File: src/rtl/touch_key_ctrl.sv
// Multi-channel touch-key front end and LED controller.
// Each channel: 2-FF synchroniser, stability-counter debounce, press/long-press
// event pulses and a per-channel runtime LED mode (toggle/momentary/long/off).

module touch_key_ch #(
  parameter int   DEB_CNT   = 50000,
  parameter int   LONG_CNT  = 50000000,
  parameter logic TOUCH_ACT = 1'b0,
  parameter logic LED_INIT  = 1'b1
) (
  input  logic       sys_clk,
  input  logic       sys_rst_n,
  input  logic       touch_key,
  input  logic [1:0] mode,
  output logic       led,
  output logic       press_pulse,
  output logic       long_pulse
);

  localparam int   DW   = $clog2(DEB_CNT) + 1;
  localparam int   HW   = $clog2(LONG_CNT + 1);
  localparam logic IDLE = ~TOUCH_ACT;

  localparam logic [1:0] MODE_TOG  = 2'b00;
  localparam logic [1:0] MODE_MOM  = 2'b01;
  localparam logic [1:0] MODE_LONG = 2'b10;
  localparam logic [1:0] MODE_DIS  = 2'b11;

  localparam logic [DW-1:0] DEB_LAST  = DW'(DEB_CNT - 1);
  localparam logic [HW-1:0] HOLD_MAX  = HW'(LONG_CNT);
  localparam logic [HW-1:0] HOLD_LAST = HW'(LONG_CNT - 1);

  logic          s1, s2;
  logic          deb_state, deb_prev;
  logic [DW-1:0] deb_cnt;
  logic [HW-1:0] hold_cnt;
  logic          press_ev, release_ev, held, long_ev;

  // Two-flop synchroniser; resets to idle so reset release never looks like an edge
  always_ff @(posedge sys_clk or negedge sys_rst_n) begin
    if (!sys_rst_n) begin
      s1 <= IDLE;
      s2 <= IDLE;
    end else begin
      s1 <= touch_key;
      s2 <= s1;
    end
  end

  // Debounce: accept a new level only after DEB_CNT consecutive differing samples
  always_ff @(posedge sys_clk or negedge sys_rst_n) begin
    if (!sys_rst_n) begin
      deb_state <= IDLE;
      deb_cnt   <= '0;
    end else if (s2 == deb_state) begin
      deb_cnt <= '0;
    end else if (deb_cnt == DEB_LAST) begin
      deb_state <= s2;
      deb_cnt   <= '0;
    end else begin
      deb_cnt <= deb_cnt + DW'(1);
    end
  end

  // Delayed debounced level for edge detection
  always_ff @(posedge sys_clk or negedge sys_rst_n) begin
    if (!sys_rst_n) deb_prev <= IDLE;
    else            deb_prev <= deb_state;
  end

  // Event decode; the press edge itself is hold count 0, so long fires LONG_CNT
  // edges after press_pulse. Release sees the idle level, so it can never
  // coincide with the long event.
  always_comb begin
    press_ev   = (deb_state == TOUCH_ACT) && (deb_prev != TOUCH_ACT);
    release_ev = (deb_state != TOUCH_ACT) && (deb_prev == TOUCH_ACT);
    held       = (deb_state == TOUCH_ACT) && (deb_prev == TOUCH_ACT);
    long_ev    = held && (hold_cnt == HOLD_LAST);
  end

  // Hold length counter, saturating so the long event fires once per press
  always_ff @(posedge sys_clk or negedge sys_rst_n) begin
    if (!sys_rst_n)                            hold_cnt <= '0;
    else if (deb_state != TOUCH_ACT)           hold_cnt <= '0;
    else if (held && (hold_cnt < HOLD_MAX))    hold_cnt <= hold_cnt + HW'(1);
  end

  // Registered event pulses
  always_ff @(posedge sys_clk or negedge sys_rst_n) begin
    if (!sys_rst_n) begin
      press_pulse <= 1'b0;
      long_pulse  <= 1'b0;
    end else begin
      press_pulse <= press_ev;
      long_pulse  <= long_ev;
    end
  end

  // LED update; mode is used live so a mode write on an event edge takes effect there
  always_ff @(posedge sys_clk or negedge sys_rst_n) begin
    if (!sys_rst_n) begin
      led <= LED_INIT;
    end else begin
      unique case (mode)
        MODE_TOG:  if (press_ev) led <= ~led;
        MODE_MOM:  led <= (deb_state == TOUCH_ACT) ? ~LED_INIT : LED_INIT;
        MODE_LONG: begin
          if (long_ev)                                   led <= LED_INIT;
          else if (release_ev && (hold_cnt < HOLD_MAX))  led <= ~led;
        end
        MODE_DIS:  led <= LED_INIT;
        default:   led <= LED_INIT;
      endcase
    end
  end

endmodule

module touch_key_ctrl #(
  parameter int   CH_NUM    = 4,
  parameter int   DEB_CNT   = 50000,
  parameter int   LONG_CNT  = 50000000,
  parameter logic TOUCH_ACT = 1'b0,
  parameter logic LED_INIT  = 1'b1
) (
  input  logic                  sys_clk,
  input  logic                  sys_rst_n,
  input  logic [CH_NUM-1:0]     touch_key,
  input  logic [2*CH_NUM-1:0]   mode,
  output logic [CH_NUM-1:0]     led,
  output logic [CH_NUM-1:0]     press_pulse,
  output logic [CH_NUM-1:0]     long_pulse
);

  // Fully independent channels, no shared state
  for (genvar i = 0; i < CH_NUM; i++) begin : g_ch
    touch_key_ch #(
      .DEB_CNT   (DEB_CNT),
      .LONG_CNT  (LONG_CNT),
      .TOUCH_ACT (TOUCH_ACT),
      .LED_INIT  (LED_INIT)
    ) u_ch (
      .sys_clk     (sys_clk),
      .sys_rst_n   (sys_rst_n),
      .touch_key   (touch_key[i]),
      .mode        (mode[2*i +: 2]),
      .led         (led[i]),
      .press_pulse (press_pulse[i]),
      .long_pulse  (long_pulse[i])
    );
  end

endmodule

File: config.mk
export PLATFORM = sky130hd
export DESIGN_NAME = touch_key_ctrl
export DESIGN_NICKNAME = d
export VERILOG_FILES = /design/src/rtl/touch_key_ctrl.sv
export SDC_FILE = /design/constraint.sdc
export NUM_CORES = 1
export LEC_CHECK = 0
export ABC_CLOCK_PERIOD_IN_PS = 5400
export CAP_MARGIN = 40
export CORE_UTILIZATION = 51
export DETAILED_ROUTE_END_ITERATION = 8
export PLACE_DENSITY = 0.66
export RECOVER_POWER = 100
export SLEW_MARGIN = 20
export SYNTH_ARGS = -nofsm -noshare
export SYNTH_HDL_FRONTEND = slang
export SYNTH_SLANG_ARGS = --single-unit
File: constraint.sdc
create_clock -name sys_clk -period 5.4 [get_ports sys_clk]
set_clock_uncertainty 0.1 [all_clocks]
set_input_delay 1.08 -clock sys_clk [delete_from_list [all_inputs] [get_ports sys_clk]]
set_output_delay 1.08 -clock sys_clk [all_outputs]
set_load 0.02 [all_outputs]
# Word level (Yosys, flattened, before mapping)
# Cells that the tools add are included.
# Widths: inputs -> output; s select.
# word_totals
input_bits	14
elab_cells	172
register_bits	200
# op_classes
reduce_logical	40
n_addsub	8
eq_ne	32
bitwise	16
n_lt_le_gt_ge	4
muxes	36
# ops
cell	n
$mux 26	8
$mux 17	8
$add 26x1->26 const B	4
$eq 26x26->1 const B	4
$lt 26x26->1 const B	4
$add 17x1->17 const B	4
$eq 17x16->1 const B	4
$logic_and 1x1->1	24
$eq 2x2->1 const B	8
$mux 1	16
$not 1->1	16
$pmux 1 s4	4
$reduce_and 2->1	8
$ne 3x1->1 const B	4
$eq 2x1->1 const B	4
$logic_not 2->1	4
$ne 2x1->1 const B	4
$reduce_bool 2->1	4
$eq 1x1->1	4

# Longest topological paths before layout
# Gate-level depths: netlist (run 1).
# logic_depth
word_depth	6
depth_mapped	8
depth_no_buf	7

# Cells and area by module
# Synthesis (run 1) repeated with hierarchy kept, for this count alone.
# unflattened
hier_cells	1088
hier_area_um2	10675.2
# modules_own_cells
module	n_inst	cells_each	seq_area_each_um2	area_each_um2
touch_key_ch	4	272	1257.5	2668.8

# Worst setup path after synthesis (run 1)
# OpenSTA, ideal clock, no wires.
# synth_timing
path_type	reg2reg
from	register g_ch[2].u_ch.deb_cnt[0]
to	register g_ch[2].u_ch.deb_cnt[10]
path_slack_ns	3.424
synth_period_minus_slack_ns	1.976
arrival_ns	1.805
path_stages_with_launch	9
required_ns	5.229
cell_sequence	dfrtp_1 > ha_1 > and3_1 > clkbuf_1 > and4_1 > or2_2 > clkbuf_1 > buf_2 > nor2_1
# synth_via
elab_chain_cells	3
# synth_lines
item	line_no	source
from (decl)	35	logic [DW-1:0] deb_cnt;
from (signal assigned)	61	deb_cnt <= deb_cnt + DW'(1);
$add 17x1->17 / $eq 17x16->1 (equally long branches)	61, 57	
$mux 17 (*)	57	end else if (deb_cnt == DEB_LAST) begin
$mux 17 (*)	55	end else if (s2 == deb_state) begin
# Every way passes the cells marked *; elsewhere a longest branch is shown, timed or not.
# A chain may end at the register's enable or synchronous reset.

# Worst setup path after layout (run 1)
# layout_timing
from	register g_ch[2].u_ch.hold_cnt[11]
to	register g_ch[2].u_ch.hold_cnt[16]
# layout_via
elab_chain_cells	3
# layout_lines
item	line_no	source
from (decl)	36	logic [HW-1:0] hold_cnt;
from (signal assigned)	85	else if (held && (hold_cnt < HOLD_MAX)) hold_cnt <= hold_cnt + HW'(1);
$add 26x1->26 / $lt 26x26->1 (equally long branches)	85	
$mux 26 / $logic_and 1x1->1 (equally long branches)	85	
$mux 26 / $reduce_bool 2->1 (equally long branches)	n/a	
# Parallel ways exist; a longest one is shown, timed or not. The select of a mux whose other input is x is not followed.

==> results of run 1 <==
## cell usage in the layout, fill, tap and decap left out, types with 5 or more instances in the layout
cell type and instances:
nor2b_1 11, mux2i_1 13, a31oi_1 5, nor3_1 16
nor2_1 178, dlygate4sd3_1 16, clkbuf_16 17, nand4_1 53
dfstp_2 16, dfrtp_1 180, and4_1 18, o22ai_1 5
a21oi_1 17, nor4_1 12, or4_1 5, inv_1 17
xor2_1 98, nand3_1 69, and3_1 34, o21ai_0 11
xnor2_1 41, mux2_2 5, and2_1 6, or3_1 6
nor4b_1 6, nand2_1 61, nand2b_1 10, ha_1 8
clkdlybuf4s50_1 8
## critical path, cell delays in order (launching register included)
cell     delay [ns]
dfrtp_1        0.47
nor4_1         0.30
nand2_1        0.12
a31oi_1        1.64
nand4_1        0.33
nor2_1         0.22
mux2_2         0.35
## routing by layer
layer	share of wire	track usage	vias to the layer above
met4	0.012	0.0543	0
met2	0.47	0.306	69
met5	0	0	-
li1	-	-	3489
met1	0.50	0.255	3367
met3	0.019	0.0404	13
## flip-flops by register name (all words and copies together) (netlist names)
register / count
g_ch.u_ch.deb_cnt: 68
g_ch.u_ch.s2: 4
g_ch.u_ch.hold_cnt: 104
g_ch.u_ch.deb_prev: 4
g_ch.u_ch.press_pulse: 4
g_ch.u_ch.s1: 4
g_ch.u_ch.led: 4
g_ch.u_ch.deb_state: 4
g_ch.u_ch.long_pulse: 4
## power breakdown
group | internal (mW) | total, mW | switching, mW
Sequential | 1.52 | 1.53 | 0.0142
Clock | 0.787 | 1.37 | 0.582
Combinational | 0.0357 | 0.0971 | 0.0614
Total | 2.34 | 3.00 | 0.658
## cell usage after synthesis, types with 17 or more instances
master    instances  area share
xor2_1           98       0.085
xnor2_1          41       0.036
and4_1           18       0.016
nand4_1          53       0.033
nand3_1          69       0.034
dfrtp_1         180        0.45
clkbuf_1         21      0.0078
dfstp_2          20       0.052
nand2_1          61       0.023
nor2_1          178       0.066
and3_1           34       0.021
inv_1            17      0.0063
## area by class of cell
cell class                      count  area, um^2
Clock inverter                     15         215
Clock buffer                       17         425
Multi-Input combinational cell    743        4590
Inverter                           17        63.8
Tap cell                          260         325
Timing Repair Buffer               30         310
Sequential cell                   200        5030
Fill cell                        1677        8060
## metrics by stage
stage | cells | hold WS (ns) | area, um^2 | power (mW)
floorplan | 1006 | 0.245 | 10000 | 1.61
global placement | 1248 | 0.246 | 10400 | 1.66
detailed placement | 1250 | 0.247 | 10500 | 1.67
CTS | 1282 | 0.258 | 11100 | 3.05
global route | 1282 | 0.264 | 11000 | 3.12
finish | 1282 | 0.257 | 11000 | 3.00
## cells by family after synthesis
kind of cell,Yosys count,share of synthesized area
AOI/OAI and AO/OA,63,0.0474
DFF,200,0.500
xor gates and xnor gates,139,0.121
and+or+nand+nor,515,0.272
muxes,18,0.0185
buffers and inverters,63,0.0309
adders and majority gates,8,0.00996
## worst min path at each step
| stage | end | slack [ns] | start | cells after the start |
|---|---|---|---|---|
| 2_1_floorplan | g_ch[0].u_ch.s2 | 0.25 | g_ch[0].u_ch.s1 | 0 |
| 3_3_place_gp | g_ch[2].u_ch.s2 | 0.25 | g_ch[2].u_ch.s1 | 0 |
| 3_5_place_dp | g_ch[2].u_ch.s2 | 0.25 | g_ch[2].u_ch.s1 | 0 |
| 4_1_cts | g_ch[2].u_ch.s2 | 0.26 | g_ch[2].u_ch.s1 | 0 |
| 5_1_grt | g_ch[3].u_ch.s2 | 0.26 | g_ch[3].u_ch.s1 | 0 |
| 6_report | g_ch[3].u_ch.s2 | 0.26 | g_ch[3].u_ch.s1 | 0 |
==> implementation parameters, run 1 <==
Parameter                              Value

Synth
  Proportion of synthesized chip area in sequential cells    0.500
  Most used flip-flop cell after synthesis    dfrtp_1
  Count of distinct cell types in the synthesized netlist    65
  Post-synthesis register bit count    200
  Nets in the synthesized netlist    1028
  Yosys warning total    0
  Proportion of synthesized flip-flops having asynchronous set or reset    1.00
  Cell area after technology mapping    10000 um^2
  Avg Synthesized Cell Area    9.99 um^2
  Number of enable-type register cells in the synthesized netlist    0
  Gate Count Post-Synth    1006

Worst hold path
  Hold/Removal Path Class    reg -> reg

Place
  Half-perimeter wire length after detailed placement    11100 um
  RePlAce Congestion    0.790
  Minimum setup slack after placement    2.88 ns
  Count of input and output buffers    25

Setup path
  Maximum net fanout on the critical path    25
  Minimum setup slack among reg-to-reg paths    1.76 ns
  Critical path class    reg -> reg
  Required time at the worst-slack endpoint    5.62 ns
  Arrival time at the worst endpoint    3.86 ns
  R2r startpoint    g_ch[2].u_ch.hold_cnt[11]
  Terminus of the critical flop-to-flop path    g_ch[2].u_ch.hold_cnt[16]
  Critical path capture point    g_ch[2].u_ch.hold_cnt[16]
  Element type at the critical path start    flip-flop
  Depth of the most critical reg-to-reg path    6
  Startpoint of the most critical setup path    g_ch[2].u_ch.hold_cnt[11]
  Capturing element type of the critical path    flip-flop

Cells and area
  Layout area overhead    9.01%
  Antenna Diode Count    0
  Final cell utilization of the core    0.576
  Nets    1031
  Fraction of layout instances using a drive strength above 1    0.0636

STA
  Final Hold Violating Endpoints    0
  Unrepaired setup endpoints after global routing    no
  Final clock period utilization by the worst path    0.674
  Slew at the pin with the worst max-slew slack    2.64 ns
  Peak clock frequency supported by timing    275 MHz
  Worst Slack Setup Final    1.76 ns
  Setup TNS    0 ns
  Max_slew headroom    -0.760
  Final-report max-slew violation count    71
  Final critical-path required period    3.64 ns
  Total of endpoints with negative setup slack in the final report    0

Global routing
  Global-route wire length before repair    31100 um
  Residual overflow from global routing    0
  Via count of the first global-routing pass    6719
  Initial antenna violation count    0
  Maximum number of pins on one net before global-route repair    79
  Total routing resource utilization after global routing    0.189

Routing
  Detailed-route wire length    17500 um
  Initial DRT Pass Iterations    5
  Count of routing violations after the opening detailed-route iteration    366
  Total via count after detailed routing    6938
  Average wire per cell in the routed design    13.7 um
  Antenna-violating nets left    0
  Per-cell via count in the routed design    5.41
  Remaining routing DRC violations    0

Floorplanning
  Width of the chip    142 um
  IO Pins    26
  Core Region    19000 um^2
  Die Y    142 um
  Initial core utilization    0.528
  Placement row count    50
  Floorplan die area    20300 um^2

Clock network
  Worst-case clock buffer depth    2
  Clock-pin slew on the worst setup and hold paths    0.07 ns
  Total CTS buffers    17
  # H-tree levels    4
  TritonCTS clock tree    yes
  Root buf cell    clkbuf_16
  Skew-Pair Late Insertion Delay    0.44 ns
  Number of buffers added to fix hold violations after cts    0
  Post-CTS Repair Setup Buffers    0
  Number of clock sinks    200
  Resize count post-CTS    0

Job
  Max Cap Violations    2

Run status
  Failing checks    max-capacitance violations, max-slew violations
  Outcome    finished, violations left

Power and ir drop
  Power density cells    274 nW/um^2
  Largest voltage drop on the vdd net    0.215 mV
  Reported leakage power    4.87 nW
Power figures use the tool's default switching activity.
==> run 2, diff against run 1 <==
Settings changed: ABC_CLOCK_PERIOD_IN_PS 5400 to 3100, PLACE_DENSITY 0.66 to 0.68.
Clock period 5.4 ns to 3.1 ns, I/O delays scaled along.
==> run 2 against run 1 <==
Compared with the run above:
- the flow still finishes with violations (max-capacitance violations, max-slew violations)
- critical path type unchanged
- first-iteration DRC count shrank 15%
- routed wire length down 0.86%
- sequential power up 75%
- largest power group unchanged
- register-to-register slack worse by 1.2 ns
- combinational power increased by 76%
- flip-flop and latch count is the same
- worst setup slack lost 1.2 ns
- sequential share of layout area is essentially flat
- critical path depth unchanged
==> implementation parameters, run 2 (synthesis results as in run 1) <==
Parameter                              Value

Clock network
  Number of buffers added to fix hold violations after cts    0 (unchanged)
  TritonCTS clock tree    yes (unchanged)
  Resize count post-CTS    0 (unchanged)
  # H-tree levels    4 (unchanged)
  Worst-case clock buffer depth    2 (unchanged)
  Post-CTS Repair Setup Buffers    0 (unchanged)
  Skew-Pair Late Insertion Delay    0.43 ns (was 0.44 ns)
  Root buf cell    clkbuf_16 (unchanged)
  Clock-pin slew on the worst setup and hold paths    0.07 ns (about the same)
  Number of clock sinks    200 (unchanged)
  Total CTS buffers    17 (unchanged)

STA
  Worst Slack Setup Final    0.550 ns (was 1.76 ns)
  Max_slew headroom    -0.528 (was -0.760)
  Slew at the pin with the worst max-slew slack    2.29 ns (was 2.64 ns)
  Unrepaired setup endpoints after global routing    no (unchanged)
  Final Hold Violating Endpoints    0 (unchanged)
  Final-report max-slew violation count    89 (was 71)
  Final clock period utilization by the worst path    0.823 (was 0.674)
  Setup TNS    0 ns (unchanged)
  Total of endpoints with negative setup slack in the final report    0 (unchanged)
  Final hold slack    0.253 ns (was 0.257 ns)
  Final critical-path required period    2.55 ns (was 3.64 ns)
  Peak clock frequency supported by timing    392 MHz (was 275 MHz)

Cells and area
  Fraction of layout instances using a drive strength above 1    0.0730 (was 0.0636)
  Commonest non-fill, non-tap cell in the layout    dfrtp_1 (unchanged)
  Final non-filler cell area    11000 um^2 (about the same)
  Layout area overhead    9.03% (was 9.01%)
  Final cell utilization of the core    0.576 (about the same)
  Fill cell instance count of the final layout    1691 (was 1677)
  Leading registers by flop count    g_ch.u_ch.hold_cnt x104, g_ch.u_ch.deb_cnt x68 (unchanged)
  Commonest cells after routing, fill and taps aside    180 x dfrtp_1, 178 x nor2_1, 98 x xor2_1 (unchanged)
  Max FFs per register    104 (unchanged)
  Nets    1037 (was 1031)
  Antenna Diode Count    0 (unchanged)
  Top reg by flops    g_ch.u_ch.hold_cnt (unchanged)

Run status
  Outcome    finished, violations left (unchanged)
  Failing checks    max-capacitance violations, max-slew violations (unchanged)

Global routing
  Maximum number of pins on one net before global-route repair    92 (was 79)
  Total routing resource utilization after global routing    0.189 (about the same)
  Via count of the first global-routing pass    6619 (was 6719)
  Initial antenna violation count    0 (unchanged)
  Global-route wire length before repair    31000 um (was 31100 um)
  Residual overflow from global routing    0 (unchanged)

Setup path
  R2r startpoint    g_ch[0].u_ch.hold_cnt[7] (was g_ch[2].u_ch.hold_cnt[11])
  Minimum setup slack among reg-to-reg paths    0.55 ns (was 1.76 ns)
  Maximum net fanout on the critical path    8 (was 25)
  Element type at the critical path start    flip-flop (unchanged)
  Critical path class    reg -> reg (unchanged)
  Startpoint of the most critical setup path    g_ch[0].u_ch.hold_cnt[7] (was g_ch[2].u_ch.hold_cnt[11])
  Capturing element type of the critical path    flip-flop (unchanged)
  Required time at the worst-slack endpoint    3.31 ns (was 5.62 ns)
  Arrival time at the worst endpoint    2.76 ns (was 3.86 ns)
  Terminus of the critical flop-to-flop path    g_ch[0].u_ch.hold_cnt[24] (was g_ch[2].u_ch.hold_cnt[16])
  Depth of the most critical reg-to-reg path    6 (unchanged)
  Critical path capture point    g_ch[0].u_ch.hold_cnt[24] (was g_ch[2].u_ch.hold_cnt[16])

Power and ir drop
  Reported leakage power    4.89 nW (was 4.87 nW)
  Largest voltage drop on the vdd net    0.370 mV (was 0.215 mV)
  Power density cells    449 nW/um^2 (was 274 nW/um^2)

Routing
  Remaining routing DRC violations    0 (unchanged)
  Average wire per cell in the routed design    13.5 um (was 13.7 um)
  Antenna-violating nets left    0 (unchanged)
  Detailed-route wire length    17400 um (was 17500 um)
  Initial DRT Pass Iterations    4 (was 5)
  Per-cell via count in the routed design    5.35 (was 5.41)
  Total via count after detailed routing    6892 (was 6938)
  Count of routing violations after the opening detailed-route iteration    310 (was 366)

Floorplanning
  Width of the chip    142 um (unchanged)
  Placement row count    50 (unchanged)
  Floorplan die area    20300 um^2 (unchanged)
  Initial core utilization    0.528 (unchanged)
  IO Pins    26 (unchanged)
  Die Y    142 um (unchanged)
  Core Region    19000 um^2 (unchanged)

Worst hold path
  Hold/Removal Path Class    reg -> reg (unchanged)
  Startpoint of the worst hold path    g_ch[2].u_ch.s1 (was g_ch[3].u_ch.s1)

Place
  Half-perimeter wire length after detailed placement    11300 um (was 11100 um)
  Post-place instance area    10500 um^2 (about the same)
  RePlAce Congestion    0.798 (was 0.790)
  Minimum setup slack after placement    0.845 ns (was 2.88 ns)
  Count of input and output buffers    25 (unchanged)

Job
  Max Cap Violations    1 (was 2)
run 2: report_power, final:
group | switching (mW) | internal [mW] | total [mW]
clock | 1.01 | 1.07 | 2.08
combinational | 0.107 | 0.0638 | 0.171
sequential | 0.0265 | 2.65 | 2.68
run 2: per-stage QoR:
stage | total power, mW | std cells
after global placement | 2.91 | 1256
after detailed placement | 2.91 | 1256
after floorplan | 2.81 | 1006
final | 4.92 | 1288
after CTS | 5.00 | 1288
after global routing | 5.14 | 1288
run 2: cell type report:
type                    instances  area (um^2)  area share
flip-flops and latches        200         5030       0.459
inverters                      17         63.8     0.00582
clock inverters                14          118      0.0107
clock buffers                  18          439      0.0401
multi-input cells             743         4620       0.422
well taps                     260          325      0.0297
repair buffers                 36          358      0.0327
run 2: layer usage:
| metal | share of wire | routed length (um) | track usage |
|---|---|---|---|
| met2 | 0.46 | 7990 | 0.298 |
| met5 | 0 | 0 | 0 |
| met3 | 0.022 | 379 | 0.0414 |
| met1 | 0.51 | 8860 | 0.262 |
| met4 | 0.0090 | 157 | 0.0498 |
run 2: how the worst min path moves through the flow:
stage	end	cells after the start
final	g_ch[2].u_ch.s2	0
after global routing	g_ch[0].u_ch.s2	0
after CTS	g_ch[0].u_ch.long_pulse	1
after detailed placement	g_ch[1].u_ch.s2	0
after global placement	g_ch[2].u_ch.s2	0
after floorplan	g_ch[0].u_ch.deb_cnt[0]	0
run 2: worst max-delay path, stage by stage, from the launching register on:
cell and delay [ns]:
dfrtp_1 0.44, nor4_4 0.30, a21oi_1 0.14, a211oi_1 0.90, and2_0 0.33, nand2_1 0.10, mux2i_1 0.12
